**src/rtl/if_stage.sv**
```systemverilog
// Instruction-fetch stage: PC, single-outstanding imem handshake, 2-entry fetch FIFO.
// Optional misaligned-redirect trap (HALT state, fetch_misalign_o) under IF_MISALIGN_CHECK_EN.
module if_stage #(
  parameter logic [31:0] RESET_PC = 32'h0000_0000
) (
  input  logic        clk,
  input  logic        rst,
  input  logic        stall_i,
  input  logic        flush_i,
  input  logic [31:0] new_pc_i,
  output logic        imem_req_o,
  output logic [31:0] imem_addr_o,
  input  logic        imem_ack_i,
  input  logic [31:0] imem_data_i,
  output logic        id_valid_o,
  output logic [31:0] id_pc_o,
  output logic [31:0] id_inst_o
`ifdef IF_MISALIGN_CHECK_EN
  ,
  output logic        fetch_misalign_o
`endif
);

  typedef enum logic [1:0] {
    FETCH,
    DRAIN
`ifdef IF_MISALIGN_CHECK_EN
    ,
    HALT
`endif
  } state_t;

  state_t      state, state_n;
  logic [31:0] fetch_pc, fetch_pc_n;
  logic [31:0] tgt_pc, tgt_pc_n;
  logic [31:0] load_pc;

  logic [31:0] fifo_pc   [2];
  logic [31:0] fifo_inst [2];
  logic        rd_ptr, wr_ptr;
  logic [1:0]  count;

  logic req, push, pop;

  assign req  = !rst && ((state == FETCH && count != 2'd2) || state == DRAIN);
  assign push = !flush_i && state == FETCH && req && imem_ack_i;
  assign pop  = id_valid_o && !stall_i;

`ifdef IF_MISALIGN_CHECK_EN
  assign load_pc = new_pc_i;
`else
  assign load_pc = new_pc_i & ~32'h3;
`endif

  // NOTE: every variable written here gets a default first, so no path leaves it unassigned (no latch).
  always_comb begin
    state_n    = state;
    fetch_pc_n = fetch_pc;
    tgt_pc_n   = tgt_pc;
    if (flush_i) begin
      // An unacked request must complete at its old address before redirecting.
      if (req && !imem_ack_i) begin
        tgt_pc_n = load_pc;
        state_n  = DRAIN;
      end else begin
`ifdef IF_MISALIGN_CHECK_EN
        if (load_pc[1:0] != 2'b00) begin
          state_n = HALT;
        end else begin
          fetch_pc_n = load_pc;
          state_n    = FETCH;
        end
`else
        fetch_pc_n = load_pc;
        state_n    = FETCH;
`endif
      end
    end else begin
      case (state)
        FETCH: if (push) fetch_pc_n = fetch_pc + 32'd4;
        DRAIN: if (imem_ack_i) begin
          fetch_pc_n = tgt_pc;
          state_n    = FETCH;
`ifdef IF_MISALIGN_CHECK_EN
          if (tgt_pc[1:0] != 2'b00) state_n = HALT;
`endif
        end
        default: ;
      endcase
    end
  end

  // NOTE: sequential state uses non-blocking assignments so all registers update from pre-edge values.
  always_ff @(posedge clk) begin
    if (rst) begin
      state    <= FETCH;
      fetch_pc <= RESET_PC;
      tgt_pc   <= 32'h0;
    end else begin
      state    <= state_n;
      fetch_pc <= fetch_pc_n;
      tgt_pc   <= tgt_pc_n;
    end
  end

  always_ff @(posedge clk) begin
    if (rst || flush_i) begin
      count  <= 2'd0;
      rd_ptr <= 1'b0;
      wr_ptr <= 1'b0;
    end else begin
      if (push) wr_ptr <= ~wr_ptr;
      if (pop)  rd_ptr <= ~rd_ptr;
      count <= count + {1'b0, push} - {1'b0, pop};
    end
  end

  // NOTE: FIFO storage is not reset; count/pointers alone decide which entries are meaningful.
  always_ff @(posedge clk) begin
    if (push) begin
      fifo_pc[wr_ptr]   <= fetch_pc;
      fifo_inst[wr_ptr] <= imem_data_i;
    end
  end

  assign imem_req_o  = req;
  assign imem_addr_o = rst ? RESET_PC : fetch_pc;
  assign id_valid_o  = !rst && count != 2'd0;
  assign id_pc_o     = id_valid_o ? fifo_pc[rd_ptr]   : 32'h0;
  assign id_inst_o   = id_valid_o ? fifo_inst[rd_ptr] : 32'h0;

`ifdef IF_MISALIGN_CHECK_EN
  assign fetch_misalign_o = !rst && state == HALT;
`endif

endmodule

```
**config.mk**
```make
export PLATFORM = sky130hd
export DESIGN_NAME = if_stage
export DESIGN_NICKNAME = d
export VERILOG_FILES = /design/src/rtl/if_stage.sv
export SDC_FILE = /design/constraint.sdc
export NUM_CORES = 1
export LEC_CHECK = 0
export BUFFER_PORTS_ARGS = -buffer_cell sky130_fd_sc_hd__buf_2
export CORE_MARGIN = 2
export CORE_UTILIZATION = 40
export DETAILED_ROUTE_END_ITERATION = 10
export GPL_TIMING_DRIVEN = 0
export SYNTH_ARGS = -nofsm -noshare
export SYNTH_HDL_FRONTEND = slang
export SYNTH_SLANG_ARGS = --single-unit
export TNS_END_PERCENT = 1
```
**constraint.sdc**
```tcl
create_clock -name clk -period 5.94 [get_ports clk]
set_clock_uncertainty 0.2 [all_clocks]
set_input_delay 0.297 -clock clk [delete_from_list [all_inputs] [get_ports clk]]
set_output_delay 0.297 -clock clk [all_outputs]
set_load 0.005 [all_outputs]
```
Word level (Yosys, flattened, before mapping)
Memory sizes are Yosys's and may differ from the RTL's. A register that Yosys moved wholly into a read port is not among the register bits. Index checks and enable logic that the tools add are counted.

Register bits after elaboration: 68. RAM bits: 128. Bits of input ports: 69. Output and inout port bits: 98. Word-level logic and storage cells: 58. Memories: 2.

Memories: fifo_inst (depth 2, bits a word 32, read ports 1, clocked after Yosys merged registers in 1, wr ports 1, line 39) `logic [31:0] fifo_inst [2];`; fifo_pc (depth 2, bits a word 32, read ports 1, clocked after Yosys merged registers in 1, wr ports 1, line 38) `logic [31:0] fifo_pc [2];`.

$add $sub $neg: 3. Equality and inequality tests: 5. Muxes and demuxes: 18. Bitwise logic cells: 2. Reductions and logical operators: 22.

Operator list (count): 32-bit 2-to-1 mux (7); 32-bit case mux with 2 select lines (1); 32-bit by 3-bit adder with 32-bit output (second input constant) (1); 1-bit logical AND (8); 1-bit 2-to-1 mux (7); 2-bit 2-to-1 mux (3); 3-bit inequality test (second input constant) (2); 2-bit nonzero test (3); 1-bit zero test (4); 2-bit inequality test (second input constant) (2); 2-bit AND reduction (2); 4-bit AND reduction (1); 3-bit nonzero test (1); 2-bit by 1-bit adder with 2-bit output (1); 2-bit by 1-bit == test with 1-bit output (second input constant) (1); 2-bit zero test (1); 1-bit logical OR (2); 1-bit NOT (2); 2-bit by 1-bit subtractor with 2-bit output (1).

Longest topological paths before layout
Gate-level depths: netlist of run 1.

Depth after elaboration: 9. Depth in mapped cells: 10. Depth with buffers taken out: 8.

Least setup slack after synthesis of run 1
Ideal clock, no wire load.

Path type: reg2reg. From: reg state[0]. To: mem fifo_inst[0][0] (enable). Library setup time: 0.483 ns. Data arrival time: 3.814 ns. Required time: 5.257 ns. Slack: 1.443 ns. Cell stages (with the launch flop): 5. Path buffers: 1. Clock period less this slack: 4.497 ns. Cell sequence: dfxtp_1 -> clkbuf_1 -> nor2_1 -> nand4b_1 -> nor2_1.

Word-level cells in the longest chain between the ends: 8. Elaborated cells between the ends (all ways): 10. Those cells by class: eq/ne (1); mux (2); reduce/logical (7).

RTL lines: start: declaration (line 33) `state_t state, state_n;`; start signal: assignment (line 100) `state <= state_n;`; 2-bit zero test (line 45, 46); 1-bit logical AND (line 45) `assign req = !rst && ((state == FETCH && count != 2'd2) || state == DRAIN);`; 1-bit logical OR (line 45); 1-bit logical AND (line 45); 1-bit logical AND (*) (2 in a row) (line 46) `assign push = !flush_i && state == FETCH && req && imem_ack_i;`; 1-bit 2-to-1 mux (*) (line 120) `if (push) begin`; 1-bit 2-to-1 mux (implied by the code) (*) (line 122) `fifo_inst[wr_ptr] <= imem_data_i;`; end: declaration (line 39).

Every way passes the cells marked *; elsewhere a longest branch is shown, timed or not.

Worst setup path after layout of run 1
From: reg state[0]. To: mem fifo_pc[1][31] (enable).

Word-level cells in the longest chain between the ends: 8. Elaborated cells between the ends (all ways): 10. Those cells by class: eq/ne (1); mux (2); reduce/logical (7).

RTL lines: 2-bit zero test (line 45, 46); 1-bit logical AND (line 45); 1-bit logical OR (line 45); 1-bit logical AND (line 45); 1-bit logical AND (*) (2 in a row) (line 46); 1-bit 2-to-1 mux (*) (line 120); 1-bit 2-to-1 mux (implied by the code) (*) (line 121) `fifo_pc[wr_ptr] <= fetch_pc;`; end: declaration (line 38).

Marks and branches as above.

==> results of run 1 <==
## cells in the final DEF (no fill, tap or decap), types with 11 or more instances in the layout
cell type,instances
sky130_fd_sc_hd__a211oi_1,13
sky130_fd_sc_hd__a21oi_1,29
sky130_fd_sc_hd__buf_1,14
sky130_fd_sc_hd__buf_2,168
sky130_fd_sc_hd__clkbuf_1,31
sky130_fd_sc_hd__clkbuf_16,17
sky130_fd_sc_hd__dfxtp_1,66
sky130_fd_sc_hd__dlygate4sd3_1,62
sky130_fd_sc_hd__edfxtp_1,124
sky130_fd_sc_hd__inv_1,15
sky130_fd_sc_hd__mux2i_1,101
sky130_fd_sc_hd__nand2_1,39
sky130_fd_sc_hd__nand3_1,14
sky130_fd_sc_hd__nor2_1,131
sky130_fd_sc_hd__nor2b_1,28
sky130_fd_sc_hd__nor3_1,13
sky130_fd_sc_hd__nor4_1,11
sky130_fd_sc_hd__o21ai_0,29
## layer usage
layer,vias up,part of all wire
li1,3234,-
met1,3127,0.45
met5,-,0
met3,42,0.068
met4,0,0.021
met2,249,0.46
## logic make-up (layout without fill, tap and decap cells)
| kind of cell | Yosys count | in the layout | synth area share |
|---|---|---|---|
| XOR/XNOR | 15 | 15 | 0.0154 |
| buffers and inverters | 75 | 331 | 0.0364 |
| multiplexers | 101 | 101 | 0.119 |
| flip-flops | 190 | 190 | 0.592 |
| AND/OR/NAND/NOR | 279 | 279 | 0.158 |
| adder cells (fa/ha/maj) | 3 | 3 | 0.00441 |
| AO/OA/AOI/OAI | 101 | 101 | 0.0749 |
| other | 1 | 4 | 0.000440 |
## repair_timing
item | CTS | global route
gates resized for setup | 0 | 0
hold endpoints to repair | 97 | 0
endpoints found under the setup margin | 0 | 0
hold buffers | 62 | 0
## cell type report
class / instances / area [µm²]
repair buffers: 224 / 1510
plain buffers: 60 / 254
multi-input cells: 503 / 3190
inverters: 15 / 56.3
fillers: 1909 / 9950
well taps: 275 / 344
flip-flops and latches: 190 / 5040
clock inverters: 15 / 179
clock buffers: 17 / 425
## worst paths after layout
path,cells past startpoint,to,slack (ns),start
worst max-delay path,6,fifo_pc[1][31],2.52,state[0]
worst min-delay path,2,state[0],0.05,imem_ack_i
worst min register to register,0,fifo_pc[0][6],0.26,fetch_pc[6]
worst max register to register,6,fifo_pc[1][31],2.52,state[0]
## through the flow
stage               TNS, ns  setup WS [ns]  hold slack [ns]  utilization  cells
floorplan                 0           1.44            0.196            -    768
global placement     -81.24         -0.660            0.230        0.461   1201
detailed placement        0           2.49            0.238        0.467   1205
CTS                       0           2.53           0.0233        0.525   1299
global route              0           2.37           0.0665        0.525   1299
finish                    0           2.52           0.0458        0.525   1299
## sequential cells by signal (all words and copies together) (netlist names), named ones only
register	count
rd_ptr	1
fetch_pc	30
wr_ptr	1
fifo_inst	64
count	2
state	1
fifo_pc	60
tgt_pc	30
## where the power goes
group / switching, mW / internal [mW] / leakage [nW]
logic: 0.140 / 0.114 / 2.16
registers: 0.0350 / 1.45 / 1.66
clock network: 0.534 / 0.636 / 0.294
total: 0.709 / 2.20 / 4.12
==> impl_results.md, run 1 <==
- Highest clock rate: ~300 MHz
- Top cell family by delay on the critical path: simple AND/OR/NAND/NOR gates
- Initial antenna violation count: 0
- Root buf cell: sky130_fd_sc_hd__clkbuf_16
- Netlist cell types: between 50 and 60
- I/O pin total: 167
- Total wire length after detailed routing: roughly 23000 µm
- Global routing met3 resource utilization: 0.0351
- Synthesis-to-finish area growth: 29.1%
- Global-route met1 utilization: 0.276
- Number of enable-type register cells in the synthesized netlist: around 120
- Transition time at the pin with the least slew margin: 0.831 ns
- Unrepaired setup endpoints after global routing: no
- Post-DP HPWL: 15900 µm
- Clock latency of the later-clocked register in the worst-skew pair: around 0.44 ns
- Run status: finished clean
- Start-to-end type of the worst setup path: register to register
- Clock tree from TritonCTS: built
- Post-synth ARST share: 0
- Gp weighted congestion: ~0.9
- Floorplan die height: approximately 150 µm
- Post-route standard cell area excluding fillers: around 11000 µm²
- Number of register bits inferred by synthesis: 190
- Leakage: 4.12 nW
- GR Layer Usage met2: 0.328
- Cell-by-cell trace of the critical path: clkbuf_1, nor2_1, nand4b_1, nor2_4, buf_16, buf_12
- Period utilisation layout: 0.577
- Power per Cell Area: roughly 260 nW/µm²
- Sequential element share of the synthesized area: 0.592
- GRT Max-Usage Layer: met2
- Total power: 2.91 mW
- Mapped cell area: between 8000 and 9000 µm²
- Minimum clock period after layout: approximately 3.4 ns
- Number of failing hold endpoints at the final stage: 0
- Die boundary width: 150 µm
- Number of violations reported at the end of detailed-routing iteration 0: about 440
- Longest individual stage delay on the worst path: 0.65 ns
- Commonest cells in the netlist: sky130_fd_sc_hd__nor2_1, sky130_fd_sc_hd__edfxtp_1, sky130_fd_sc_hd__mux2i_1
- Placed Area: approximately 9800 µm²
- Placeable core region: 21000 µm²
- GRT Resource Usage Total: 0.202
- Cells taking the most area after synthesis: sky130_fd_sc_hd__edfxtp_1, sky130_fd_sc_hd__dfxtp_1, sky130_fd_sc_hd__mux2i_1
- Number of instances in the synthesized netlist: roughly 770
- Relative max-transition margin: 0.441
- Most numerous cell in the Yosys netlist: sky130_fd_sc_hd__nor2_1
- Total die area: between 20000 and 25000 µm²
- Final Max Slew Viols: 0
- Layout net count: 1083
- Effective utilization at floorplan: 0.407
- Critical-path maximum fanout: 28
- Number of nets with antenna violations after routing: 0
- Number of DRC violations after detailed routing: 0
- Via count: 6652
- Crit start category: register
- Fraction of post-synthesis cell area in the top cell type by area: 0.437
- Number of antenna diodes: 0
- Total iterations of the first detailed-routing run: 5
- Largest net degree at the start of global routing: 31
- Count of synthesis-stage warnings from yosys: 0
- Primary flip-flop cell chosen by synthesis mapping: sky130_fd_sc_hd__edfxtp_1
- Via density per instance: 5.12
- Path type of the worst min-delay path: primary input to register
- Number of endpoints failing setup at the final stage: 0
- Crit path buffers/inverters: 3
- Cell type contributing the most total cell area after synthesis: sky130_fd_sc_hd__edfxtp_1
- Sum of overflow across all layers after global routing: 0
- Element type at the critical path end: register
- Reg clk slew, reported paths: roughly 0.080 ns
- CTS buffer count: 17
- IR drop worst, VDD: slightly above 0.2 mV
- Maximum buffer depth of the clock tree: 2
- Post-CTS repair timing setup buffer count: 0
- Data required time of the worst path: 5.87 ns
- Number of input and output port buffers inserted: approximately 160
- Mean routed wirelength per cell: ~17 µm
- Wire length of the first global-routing pass: between 30000 and 40000 µm
- Max Cap Violations: 0
- Share of cells above drive strength 1: 0.211
- Mapped Avg Cell Area: between 10 and 15 µm²
- Endpoint arrival time on the critical path: 3.35 ns
- Number of core rows: 53
- H-tree levels: 4
- CP max stage cell: sky130_fd_sc_hd__nor2_4
- Number of clock sinks seen by CTS: 190
- Number of global-route vias before repair: between 6000 and 7000
Note: power is estimated with default switching activity, not from simulation.
==> inputs of run 2 (changes only) <==
Settings changed: ABC_AREA set to 1.
Clock period 5.94 ns to 2.9 ns, I/O delays scaled along.
==> impl_results.md, run 2 <==
- Effective utilization at floorplan: 0.409 (+0.00245)
- Post-CTS repair timing setup buffer count: 0 (unchanged)
- Cell-by-cell trace of the critical path: dlygate4sd3_1, buf_2, inv_2, nand2_1, inv_2, nand3_1, nor2_4, buf_12, buf_16
- Die boundary width: 154 µm (+2.4%)
- Sum of overflow across all layers after global routing: 0 (unchanged)
- Most numerous cell in the Yosys netlist: sky130_fd_sc_hd__nand2_1
- Run status: finished clean
- Reg clk slew, reported paths: 0.07 ns (about the same)
- Commonest cells in the netlist: sky130_fd_sc_hd__nand2_1, sky130_fd_sc_hd__edfxtp_1, sky130_fd_sc_hd__nor2_1
- Number of antenna diodes: 0 (unchanged)
- Final core utilization: 0.529 (+0.00419)
- Transition time at the pin with the least slew margin: 0.790 ns (-0.0414 ns)
- Floorplan die height: 154 µm (+2.4%)
- Via count: 7346 (+10%)
- Period utilisation layout: 0.936
- Mapped cell area: 8950 µm² (+5.1%)
- Number of input and output port buffers inserted: 160 (+1.3%)
- Number of enable-type register cells in the synthesized netlist: 124 (unchanged)
- Start-to-end type of the worst setup path: primary input to register
- GRT Resource Usage Total: 0.193 (-0.00869)
- Fraction of post-synthesis cell area in the top cell type by area: 0.416 (-0.0212)
- Highest clock rate: 368 MHz
- Number of failing hold endpoints at the final stage: 0 (unchanged)
- Initial antenna violation count: 0 (unchanged)
- Largest register FFs: 64 (unchanged)
- Total die area: 23600 µm² (+5.0%)
- Worst setup slack before clock tree synthesis: 0.157 ns (-2.33 ns)
- Data required time of the worst path: 2.84 ns (-3.03 ns)
- Clock tree from TritonCTS: built
- Relative max-transition margin: 0.472 (+0.0315)
- Cell with the most instances on the worst path: sky130_fd_sc_hd__inv_2
- Number of global-route vias before repair: 7035 (+13%)
- Post-synth ARST share: 0 (unchanged)
- Largest Register: fifo_inst
- Mean routed wirelength per cell: 14.7 µm (-16%)
- Power per Cell Area: 519 nW/µm² (+96%)
- Crit start category: primary input
- Fill cells: 2070 (+8.4%)
- Mapped Avg Cell Area: 8.90 µm² (-20%)
- Post-DP HPWL: 16800 µm (+5.4%)
- Number of clock sinks seen by CTS: 190 (unchanged)
- Element type at the critical path end: register
- Cells taking the most area after synthesis: sky130_fd_sc_hd__edfxtp_1, sky130_fd_sc_hd__dfxtp_1, sky130_fd_sc_hd__nand2_1
- Total wire length after detailed routing: 23000 µm (+1.1%)
- Number of instances in the synthesized netlist: 1006 (+32%)
- Total power: 6.01 mW (+110%)
- Number of endpoints failing setup at the final stage: 0 (unchanged)
- IR drop worst, VDD: 0.374 mV (+83%)
- I/O pin total: 167 (unchanged)
- H-tree levels: 4 (unchanged)
- Hold-fix buffer count after cts: 76 (+23%)
- Final Max Slew Viols: 0 (unchanged)
- Maximum buffer depth of the clock tree: 2 (unchanged)
- Layout net count: 1340 (+24%)
- Number of nets with antenna violations after routing: 0 (unchanged)
- Minimum clock period after layout: between 2 and 3 ns
- Sequential element share of the synthesized area: 0.563 (-0.0287)
- Netlist cell types: 32 (-43%)
- Longest individual stage delay on the worst path: 0.70 ns (+0.05 ns)
- Top Registers: fifo_inst (64), fifo_pc (60)
- Number of violations reported at the end of detailed-routing iteration 0: 389 (-11%)
- CP max stage cell: sky130_fd_sc_hd__nor2_4
- Endpoint arrival time on the critical path: 2.65 ns (-0.70 ns)
- Via density per instance: 4.71 (-8.1%)
- Cell type contributing the most total cell area after synthesis: sky130_fd_sc_hd__edfxtp_1
- Largest net degree at the start of global routing: 32 (+3.2%)
- CTS buffer count: 17 (unchanged)
- Gp weighted congestion: 0.906 (about the same)
- Share of cells above drive strength 1: 0.235 (+0.0240)
- Post-route standard cell area excluding fillers: 11600 µm² (+5.3%)
- Clock latency of the later-clocked register in the worst-skew pair: 0.43 ns (about the same)
- Number of register bits inferred by synthesis: 190 (unchanged)
- Number of core rows: 54 (+1.9%)
- Most common library cell in the layout ignoring fill and taps: sky130_fd_sc_hd__nand2_1
- Commonest cells after routing, fill and taps aside: sky130_fd_sc_hd__nand2_1, sky130_fd_sc_hd__buf_2, sky130_fd_sc_hd__edfxtp_1
- Count of synthesis-stage warnings from yosys: 0 (unchanged)
- Number of DRC violations after detailed routing: 0 (unchanged)
- Root buf cell: sky130_fd_sc_hd__clkbuf_16
- Worst Hold Slack: 0.235 ns (+0.189 ns)
- Path type of the worst min-delay path: primary input to register
- Wire length of the first global-routing pass: 35800 µm (+4.1%)
- Max Cap Violations: 0 (unchanged)
- Leakage: 5.19 nW (+26%)
- Min setup slack post-route: 0.185 ns (-2.33 ns)
- Synthesis-to-finish area growth: 29.4%
- Unrepaired setup endpoints after global routing: no
- Placeable core region: 21900 µm² (+4.5%)
- Placed Area: 10200 µm² (+4.5%)
- Critical-path maximum fanout: 25 (-11%)
- Primary flip-flop cell chosen by synthesis mapping: sky130_fd_sc_hd__edfxtp_1
- Total iterations of the first detailed-routing run: 5 (unchanged)
- Post_cts resized: 0 (unchanged)
==> run 2: cell count changes after synthesis, sizes merged, moves of 9 or more <==
| cell | previous run | this run |
|---|---|---|
| nand2 | 39 | 291 |
| nand3 | 14 | 70 |
| a211oi | 13 | 0 |
| clkbuf | 32 | 21 |
| mux2i | 101 | 0 |
| a21oi | 29 | 59 |
| nor3 | 13 | 0 |
| nor2b | 28 | 0 |
| nor4 | 12 | 0 |
| inv | 15 | 114 |
| mux2 | 0 | 62 |
| nand4 | 11 | 2 |
==> run 2: cell type report <==
cell class,instances,area (µm²),area share
plain buffers,49,244,0.0211
clock buffers,17,425,0.0367
clock inverters,15,179,0.0154
inverters,114,428,0.0369
multi-input cells,656,3260,0.282
flip-flops and latches,190,5040,0.436
well taps,280,350,0.0302
repair buffers,240,1650,0.142
==> run 2: cells by family (layout without fill, tap and decap cells) <==
kind of cell,count (synthesis),in the layout,share of synthesized area
AND/OR/NAND/NOR,495,495,0.224
other,1,4,0.000419
flip-flops,190,190,0.563
adder cells (fa/ha/maj),3,3,0.00419
AO/OA/AOI/OAI,86,86,0.0489
buffers and inverters,163,435,0.0750
multiplexers,62,62,0.0780
XOR/XNOR,6,6,0.00587
==> run 2: final timing paths <==
kind,startpoint,cells past startpoint,end,slack [ns]
max,rst,9,fifo_inst[0][18],0.19
min,imem_data_i[26],2,fifo_inst[1][26],0.24
max reg2reg,state[0],9,fifo_inst[0][18],0.20
min reg2reg,tgt_pc[8],2,tgt_pc[8],0.26
==> run 2: routing by layer <==
metal / track usage / wire length, µm / up-vias
met4: 0.0647 / 414 / 0
met3: 0.0279 / 1040 / 24
met5: 0 / 0 / -
met2: 0.328 / 11000 / 203
li1: - / - / 3770
met1: 0.253 / 10500 / 3349
==> run 2: critical path: cells and delay by family <==
| family | cells | cell delay [ns] |
|---|---|---|
| simple gates | 3 | 1.07 |
| buf+inv | 6 | 1.41 |
==> run 2: stage by stage <==
step           instances  setup TNS, ns
2_1_floorplan       1009         -21.31
3_3_place_gp        1449        -164.14
3_5_place_dp        1453              0
4_1_cts             1561              0
5_1_grt             1561              0
6_report            1561              0
==> run 2: power by group <==
group / total (mW) / internal, mW / switching, mW
logic: 0.566 / 0.249 / 0.317
registers: 3.05 / 2.97 / 0.0740
clock network: 2.39 / 1.30 / 1.09
total: 6.01 / 4.53 / 1.48
==> inputs of run 3 (changes only) <==
Clock period 2.9 ns to 2.4 ns, I/O delays scaled along.
==> impl_results.md, run 3 (synthesized netlist as in run 2, its figures left out) <==
- Run status: finished clean
- Number of input and output port buffers inserted: 160 (unchanged)
- Power per Cell Area: 617 nW/µm² (+19%)
- GRT Max-Usage Layer: met2
- Total die area: 23600 µm² (unchanged)
- Longest individual stage delay on the worst path: 0.31 ns (-0.39 ns)
- Post-route standard cell area excluding fillers: 11600 µm² (about the same)
- Global routing met3 resource utilization: 0.0313 (+0.00338)
- Number of endpoints failing setup at the final stage: 0 (unchanged)
- Initial antenna violation count: 0 (unchanged)
- Final core utilization: 0.529 (about the same)
- Maximum buffer depth of the clock tree: 2 (unchanged)
- Element type at the critical path end: register
- Top Registers: fifo_inst (64), fifo_pc (60)
- Placeable core region: 21900 µm² (unchanged)
- Largest register FFs: 64 (unchanged)
- Hold Path Cell Cnt: 4 (+2)
- Number of antenna diodes: 0 (unchanged)
- Commonest cells after routing, fill and taps aside: sky130_fd_sc_hd__nand2_1, sky130_fd_sc_hd__buf_2, sky130_fd_sc_hd__edfxtp_1
- Setup slack on the worst flop-to-flop path: 0.11 ns (-0.09 ns)
- Crit start category: register
- Wire length of the first global-routing pass: 36000 µm (+0.74%)
- Placed Area: 10200 µm² (unchanged)
- Largest net degree at the start of global routing: 31 (-3.1%)
- Max Cap Violations: 0 (unchanged)
- Unrepaired setup endpoints after global routing: yes
- GR Layer Usage met2: 0.316 (-0.0121)
- Synthesis-to-finish area growth: 29.3% (about the same)
- Via count: 7333 (-0.18%)
- Transition time at the pin with the least slew margin: 0.599 ns (-0.191 ns)
- Leakage: 5.19 nW (about the same)
- Effective utilization at floorplan: 0.409 (unchanged)
- Number of core rows: 54 (unchanged)
- Post-DP HPWL: 16800 µm (-0.17%)
- Via density per instance: 4.70 (-0.18%)
- Floorplan die height: 154 µm (unchanged)
- Root buf cell: sky130_fd_sc_hd__clkbuf_16
- Clock latency of the later-clocked register in the worst-skew pair: 0.43 ns (about the same)
- Largest Register: fifo_inst
- Cell-by-cell trace of the critical path: clkbuf_4, inv_2, nand3_1, nand2_1, inv_2, nand3_4, ha_1, inv_1, ha_1, xnor2_1, or2_2, a21oi_1
- Start-to-end type of the worst setup path: register to register
- Reg clk slew, reported paths: 0.07 ns (about the same)
- Minimum clock period after layout: 2.29 ns
- Reg2Reg Depth: 12 (+3)
- Gp weighted congestion: 0.878 (-3.1%)
- CP max stage cell: sky130_fd_sc_hd__dfxtp_1
- Total wire length after detailed routing: 23000 µm (+0.15%)
- Die boundary width: 154 µm (unchanged)
- CTS buffer count: 17 (unchanged)
- Number of clock sinks seen by CTS: 190 (unchanged)
- H-tree levels: 4 (unchanged)
- Number of global-route vias before repair: 6902 (-1.9%)
- Data required time of the worst path: 2.56 ns (-0.28 ns)
- Number of failing hold endpoints at the final stage: 0 (unchanged)
- Period utilisation layout: 0.955
- GRT Resource Usage Total: 0.194 (+0.00144)
- I/O pin total: 167 (unchanged)
- Most common library cell in the layout ignoring fill and taps: sky130_fd_sc_hd__nand2_1
- Layout net count: 1340 (unchanged)
- IR drop worst, VDD: 0.517 mV (+38%)
- Global-route met1 utilization: 0.266 (+0.0126)
- Share of cells above drive strength 1: 0.240 (+0.00546)
- Endpoint arrival time on the critical path: 2.45 ns (-0.20 ns)
- Path type of the worst min-delay path: primary input to register
- Clock tree from TritonCTS: built
- Number of nets with antenna violations after routing: 0 (unchanged)
- Number of violations reported at the end of detailed-routing iteration 0: 521 (+34%)
- Number of DRC violations after detailed routing: 0 (unchanged)
- Relative max-transition margin: 0.601 (+0.128)
- Mean routed wirelength per cell: 14.7 µm (+0.15%)
- Summed negative setup slack over all endpoints: 0 ns (unchanged)
- Critical-path maximum fanout: 7 (-72%)
- Total iterations of the first detailed-routing run: 5 (unchanged)
- Final Max Slew Viols: 0 (unchanged)
- Sum of overflow across all layers after global routing: 0 (unchanged)
- Total power: 7.14 mW (+19%)
- Highest clock rate: between 400 and 500 MHz
[run 3: timing repair]
item / in CTS / in global routing
setup endpoints to repair: 60 / 48
resized for setup: 0 / 11
endpoints found under the hold margin: 129 / 0
pin swaps: 0 / 0
setup buffers: 0 / 0
hold buffers: 77 / 0
[run 3: path summary, 6_finish.rpt]
| kind | from | endpoint |
|---|---|---|
| setup / recovery | state[0] | count[1] |
| hold / removal | rst | count[0] |
| setup reg to reg | state[0] | count[1] |
| hold reg to reg | tgt_pc[8] | tgt_pc[8] |
[run 3: critical path, delay by kind of cell (launching register included)]
kind	cells	cell delay (ns)
AND/OR/NAND/NOR	4	0.58
buffers and inverters	4	0.41
adder cells (fa/ha/maj)	2	0.48
XOR/XNOR	1	0.13
flip-flops	1	0.31
AO/OA/AOI/OAI	1	0.11
[run 3: layout make-up]
cell class / count / area, µm²
Inverter: 114 / 428
Tap cell: 280 / 350
Multi-Input combinational cell: 656 / 3280
Timing Repair Buffer: 241 / 1650
Clock buffer: 17 / 425
Sequential cell: 190 / 5050
Fill cell: 2066 / 10300
Clock inverter: 15 / 149
Buffer: 48 / 248
[run 3: per-layer routing]
metal / share of wire / vias up / routed length [µm]
met5: 0 / - / 0
met4: 0.023 / 0 / 522
met3: 0.048 / 24 / 1100
met2: 0.46 / 222 / 10600
met1: 0.47 / 3309 / 10700
li1: - / 3778 / -
[run 3: power breakdown]
part           internal [mW]  switching, mW
combinational          0.302          0.384
sequential              3.59         0.0912
clock                   1.47           1.31
total                   5.36           1.78
[run 3: through the flow]
step,setup WS [ns],hold WS (ns),cells
2_1_floorplan,0.00473,0.0189,1009
3_3_place_gp,-0.756,0.108,1449
3_5_place_dp,0.0527,0.113,1453
4_1_cts,0.0337,0.0214,1561
5_1_grt,-0.00552,0.0584,1561
6_report,0.108,0.0357,1561
